[src/rtl/iob_fifo_sync_prog.sv]
// Synchronous FIFO with asymmetric write/read widths over register-array storage,
// selectable standard or first-word-fall-through reads, programmable thresholds and sticky errors.
module iob_fifo_sync_prog #(
  parameter int W_DATA_W = 8,
  parameter int R_DATA_W = 8,
  parameter int ADDR_W   = 4,
  parameter int FWFT     = 0
) (
  input  logic                clk,
  input  logic                rst,
  input  logic                w_en,
  input  logic [W_DATA_W-1:0] w_data,
  output logic                w_full,
  output logic                w_almost_full,
  input  logic                r_en,
  output logic [R_DATA_W-1:0] r_data,
  output logic                r_empty,
  output logic                r_almost_empty,
  input  logic [ADDR_W:0]     afull_lvl,
  input  logic [ADDR_W:0]     aempty_lvl,
  input  logic                err_clr,
  output logic                overflow,
  output logic                underflow,
  output logic [ADDR_W:0]     level
);

  localparam int MIN_W   = (W_DATA_W < R_DATA_W) ? W_DATA_W : R_DATA_W;
  localparam int MAX_W   = (W_DATA_W < R_DATA_W) ? R_DATA_W : W_DATA_W;
  localparam int N       = MAX_W / MIN_W;
  localparam int LOG_N   = $clog2(N);
  localparam int ROW_W   = ADDR_W - LOG_N;
  localparam int ROWS    = 2 ** ROW_W;
  localparam int DEPTH   = 2 ** ADDR_W;
  localparam int W_INCR  = (W_DATA_W > R_DATA_W) ? N : 1;
  localparam int R_INCR  = (R_DATA_W > W_DATA_W) ? N : 1;
  localparam int W_PTR_W = (W_DATA_W >= R_DATA_W) ? ROW_W : ADDR_W;
  localparam int R_PTR_W = (R_DATA_W >= W_DATA_W) ? ROW_W : ADDR_W;
  localparam int LVL_W   = ADDR_W + 2;

  // Storage is organised as rows of one wide word; the narrow side addresses lanes inside a row.
  logic [MAX_W-1:0]    mem [ROWS];
  logic [W_PTR_W-1:0]  w_ptr;
  logic [R_PTR_W-1:0]  r_ptr;
  logic [R_DATA_W-1:0] head;
  logic                w_acc;
  logic                r_acc;
  logic [LVL_W-1:0]    level_nxt;

  assign w_acc = w_en & ~w_full;
  assign r_acc = r_en & ~r_empty;

  // NOTE: combinational blocks assign a default first and use blocking '=' so no latch is inferred.
  always_comb begin
    level_nxt = {1'b0, level};
    if (w_acc) level_nxt = level_nxt + LVL_W'(W_INCR);
    if (r_acc) level_nxt = level_nxt - LVL_W'(R_INCR);
  end

  always_ff @(posedge clk) begin
    if (rst) begin
      level          <= '0;
      w_full         <= 1'b0;
      r_empty        <= 1'b1;
      w_almost_full  <= 1'b0;
      r_almost_empty <= 1'b1;
      w_ptr          <= '0;
      r_ptr          <= '0;
    end else begin
      level          <= level_nxt[ADDR_W:0];
      w_full         <= level_nxt > LVL_W'(DEPTH - W_INCR);
      r_empty        <= level_nxt < LVL_W'(R_INCR);
      w_almost_full  <= level_nxt >= {1'b0, afull_lvl};
      r_almost_empty <= level_nxt <= {1'b0, aempty_lvl};
      if (w_acc) w_ptr <= w_ptr + W_PTR_W'(1);
      if (r_acc) r_ptr <= r_ptr + R_PTR_W'(1);
    end
  end

  // A detected error condition takes priority over a clear in the same cycle.
  always_ff @(posedge clk) begin
    if (rst) begin
      overflow  <= 1'b0;
      underflow <= 1'b0;
    end else begin
      if (w_en && w_full)   overflow <= 1'b1;
      else if (err_clr)     overflow <= 1'b0;
      if (r_en && r_empty)  underflow <= 1'b1;
      else if (err_clr)     underflow <= 1'b0;
    end
  end

  // NOTE: storage has no reset; the pointers and level alone define what is valid.
  generate
    if (W_DATA_W >= R_DATA_W) begin : g_wide_wr
      always_ff @(posedge clk) begin
        if (w_acc) mem[w_ptr] <= w_data;
      end
    end else begin : g_narrow_wr
      logic [ROW_W-1:0] w_row;
      logic [LOG_N-1:0] w_lane;
      assign w_row  = w_ptr[ADDR_W-1:LOG_N];
      assign w_lane = w_ptr[LOG_N-1:0];
      always_ff @(posedge clk) begin
        if (w_acc) mem[w_row][w_lane*MIN_W +: MIN_W] <= w_data;
      end
    end
  endgenerate

  generate
    if (R_DATA_W >= W_DATA_W) begin : g_wide_rd
      assign head = mem[r_ptr];
    end else begin : g_narrow_rd
      logic [ROW_W-1:0] r_row;
      logic [LOG_N-1:0] r_lane;
      assign r_row  = r_ptr[ADDR_W-1:LOG_N];
      assign r_lane = r_ptr[LOG_N-1:0];
      assign head   = mem[r_row][r_lane*MIN_W +: MIN_W];
    end
  endgenerate

  generate
    if (FWFT != 0) begin : g_fwft
      assign r_data = head;
    end else begin : g_std
      always_ff @(posedge clk) begin
        if (rst)        r_data <= '0;
        else if (r_acc) r_data <= head;
      end
    end
  endgenerate

endmodule

[config.mk]
export PLATFORM = sky130hd
export DESIGN_NAME = iob_fifo_sync_prog
export DESIGN_NICKNAME = d
export VERILOG_FILES = /design/src/rtl/iob_fifo_sync_prog.sv
export SDC_FILE = /design/constraint.sdc
export NUM_CORES = 1
export LEC_CHECK = 0
export ABC_CLOCK_PERIOD_IN_PS = 3600
export BUFFER_PORTS_ARGS = -buffer_cell sky130_fd_sc_hd__buf_2
export CAP_MARGIN = 20
export CORE_MARGIN = 2
export CORE_UTILIZATION = 60
export DETAILED_ROUTE_END_ITERATION = 7
export MAX_ROUTING_LAYER = met4
export PLACE_DENSITY = 0.81
export REMOVE_ABC_BUFFERS = 1
export SKIP_LAST_GASP = 1
export SYNTH_ARGS = -nofsm -noshare
export SYNTH_HDL_FRONTEND = slang
export SYNTH_SLANG_ARGS = --single-unit
[constraint.sdc]
create_clock -name clk -period 3.6 [get_ports clk]
set_input_delay 0.72 -clock clk [delete_from_list [all_inputs] [get_ports clk]]
set_output_delay 0.72 -clock clk [all_outputs]
set_load 0.005 [all_outputs]
==> results.cfg <==
[yosys]
synth_ff_type = edfxtp_1
synthArstFlopShare_pct = 0
synth_cells = 389
synthAdderAreaFrac_pct = 3.346
synth.avg_cell_area_um2 = 16.34
synth_compound_area_share_pct = 5.295
synth-xor-area-share_pct = 2.343
synth_top_area_cell = edfxtp_1
synth_area_um2 = 6356
synth-edff-count = 128
synthMuxAreaShare_pct = 11.65
ys_types = 35
synth_simple_gate_area_share_pct = 6.417
synth_top_family_by_area = multiplexers
synth.most_common_cell = edfxtp_1
synthTopCellsByArea = edfxtp_1 60%, mux4_2 11%, dfxtp_1 8.5%
synth-seq-cells = 155
yosys-top-cells-count = 128 x edfxtp_1, 40 x nor2_1, 32 x mux4_2, 27 x dfxtp_1, 20 x a21oi_1
yosysWarnings = 0
ys_seq_area_share_pct = 68.98
netlist.area_leader.share_pct = 60.47

[floorplanning]
fp.dieW_um = 106.9
die_area_um2 = 11430
die_y_um = 106.9
ios = 42
num_rows = 37
core-area_um2 = 10320
initial_core_util_pct = 61.57

[worst_setup_path]
cp.required_ns = 4.05
endpoint = r_almost_empty
reg2regPathDepth = 12
regToRegSetupSlack_ns = 0.68
crit_start = level[0]
crit-reg2reg-launch = level[0]
start_kind = register
r2r_end = r_almost_empty
criticalPathCategory = reg2reg
end_kind = register
crit_path_max_fanout = 6
cp.arrival_ns = 3.37

[sta]
fin_skew_ns = 0.008571
fin_crit_sh_pct = 80.98
slew_viol_final = 0
max_slew_margin_pct = 37.84
final-setup-viol-count = 0
fmax_mhz = 343.0
worst_slew_pin_slew_ns = 0.9289
min_period_ns = 2.915
rsz0062_at_grt = false
tns_ns = 0
hold_viol = 0

[routing]
wire_per_inst_um = 21.26
vias = 3574
wirelength_mm = 12.67
ant_nets = 0
route.detailed.drc = 0
drt-initial-drc-count = 363
vias_per_cell = 5.997
firstDrtPassIters = 5

[clock_network]
cts_inserted_buffers = 17
cts_resized = 0
postCtsHoldBufs = 0
clock_latency_ns = 0.52
cts_root_buffer = clkbuf_8
h-tree-depth = 4
cts_tree = done
clkTransAtPathRegs_ns = 0.07
clock_path_buffers = 2
cts.sinks = 155
post_cts_buffers = 0

[finish]
layout.nets = 487
drive_gt1_share_pct = 27.17
n_antenna_cell = 0
fin_util_pct = 71.35
areaGrowthSynthToFinish_pct = 15.89
nFillCells = 629

[global_route]
grt_pass1_wl_mm = 19.22
grt.total_usage_pct = 24.33
grt_pass1_vias = 3513
grt_max_degree = 36
antenna_found_initial = 0
grt.overflow.total = 0

[power]
leakagePower_uw = 0.002608
power.density_nw_per_um2 = 672.0
ir_drop_uv = 497.3

[place]
gp_congestion = 0.8815
post-dp-hpwl_mm = 8.159
port_buffers = 41

[flow_run]
drv_cap = 0

[worst_hold_path]
hp-class = in2reg

[outcome]
status = finished clean
-- sequential cells by signal (all words and copies together), names as in the netlist, 4 cells and up --
name / flops
mem: 128
w_ptr: 4
r_ptr: 4
r_data: 8
level: 5
-- cell families (layout without fill, tap and decap cells) --
logic type      after synthesis  in the layout
compound gates               50             50
xor+xnor                     17             17
fa+ha+maj                    17             17
buf+inv                      32            103
flops                       155            155
mux                          34             34
simple gates                 84             84
-- per-stage QoR --
| step | cell area (um^2) | power (uW) | std cells | hold WS (ns) | setup slack, ns |
|---|---|---|---|---|---|
| after floorplan | 6280 | 2934 | 370 | 0.4794 | 0.3490 |
| after global placement | 6797 | 3229 | 564 | 0.4636 | 0.3405 |
| after detailed placement | 6797 | 3274 | 564 | 0.4757 | 0.2488 |
| after CTS | 7366 | 4974 | 596 | 0.4565 | 0.6849 |
| after global routing | 7366 | 5177 | 596 | 0.4737 | 0.4319 |
| final | 7366 | 4950 | 596 | 0.4759 | 0.6847 |
-- worst max-delay path, stage by stage (launching register included) --
cell	delay (ns)
dfxtp_1	0.44
ha_1	0.28
mux2i_1	0.27
ha_1	0.29
nand2_1	0.09
a21boi_0	0.40
ha_1	0.33
nor2b_1	0.13
o21ai_0	0.15
nand2b_1	0.08
a211oi_1	0.23
nor2_1	0.07
o21bai_1	0.11
-- how the worst min path moves through the flow --
| stage | depth (start not counted) | endpoint | startpoint |
|---|---|---|---|
| CTS | 3 | underflow | r_en |
| floorplan | 2 | r_data[0] | r_data[0] |
| global placement | 2 | r_data[5] | r_data[5] |
| finish | 3 | underflow | r_en |
| detailed placement | 2 | r_data[5] | r_data[5] |
| global route | 3 | underflow | r_en |
-- where the power goes --
| part | switching [uW] | internal, uW |
|---|---|---|
| combinational | 556 | 513 |
| clock | 758 | 943 |
| sequential | 113 | 2070 |
-- routing by layer --
metal | share of wire [%] | vias to the layer above | track usage [%]
li1 | - | 1614 | -
met1 | 40 | 1782 | 29.64
met2 | 52 | 164 | 41.31
met3 | 6.4 | 14 | 5.775
met4 | 1.3 | 0 | 6.772
met5 | 0 | - | -
-- cell usage in the layout (no fill, tap or decap), types with 2 or more instances in the layout --
| cell type | netlist | routed |
|---|---|---|
| edfxtp_1 | 128 | 128 |
| buf_2 | 4 | 41 |
| nor2_1 | 40 | 40 |
| mux4_2 | 32 | 32 |
| dfxtp_1 | 27 | 26 |
| a21oi_1 | 20 | 20 |
| a22oi_1 | 18 | 18 |
| ha_1 | 17 | 17 |
| clkbuf_16 | 0 | 16 |
| buf_4 | 0 | 16 |
| inv_1 | 13 | 13 |
| nand2_1 | 12 | 12 |
| nor2b_1 | 10 | 10 |
| xnor2_1 | 9 | 9 |
| xor2_1 | 8 | 8 |
| nor3_1 | 6 | 6 |
| nand2b_1 | 5 | 5 |
| inv_6 | 0 | 5 |
| o21ai_0 | 4 | 4 |
| nand4_1 | 3 | 3 |
| clkinvlp_4 | 0 | 3 |
| inv_8 | 0 | 3 |
| mux2i_1 | 2 | 2 |
| nand3_1 | 2 | 2 |
-- layout make-up --
type,instances,area (um^2),area share (%)
Clock inverter,15,155.1,2.106
Tap cell,136,170.2,2.310
Inverter,13,48.80,0.6625
Multi-Input combinational cell,202,1847,25.07
Clock buffer,17,414.1,5.623
Sequential cell,155,4385,59.54
Timing Repair Buffer,58,345.3,4.688
No activity file was read; power rests on OpenSTA's default activity.
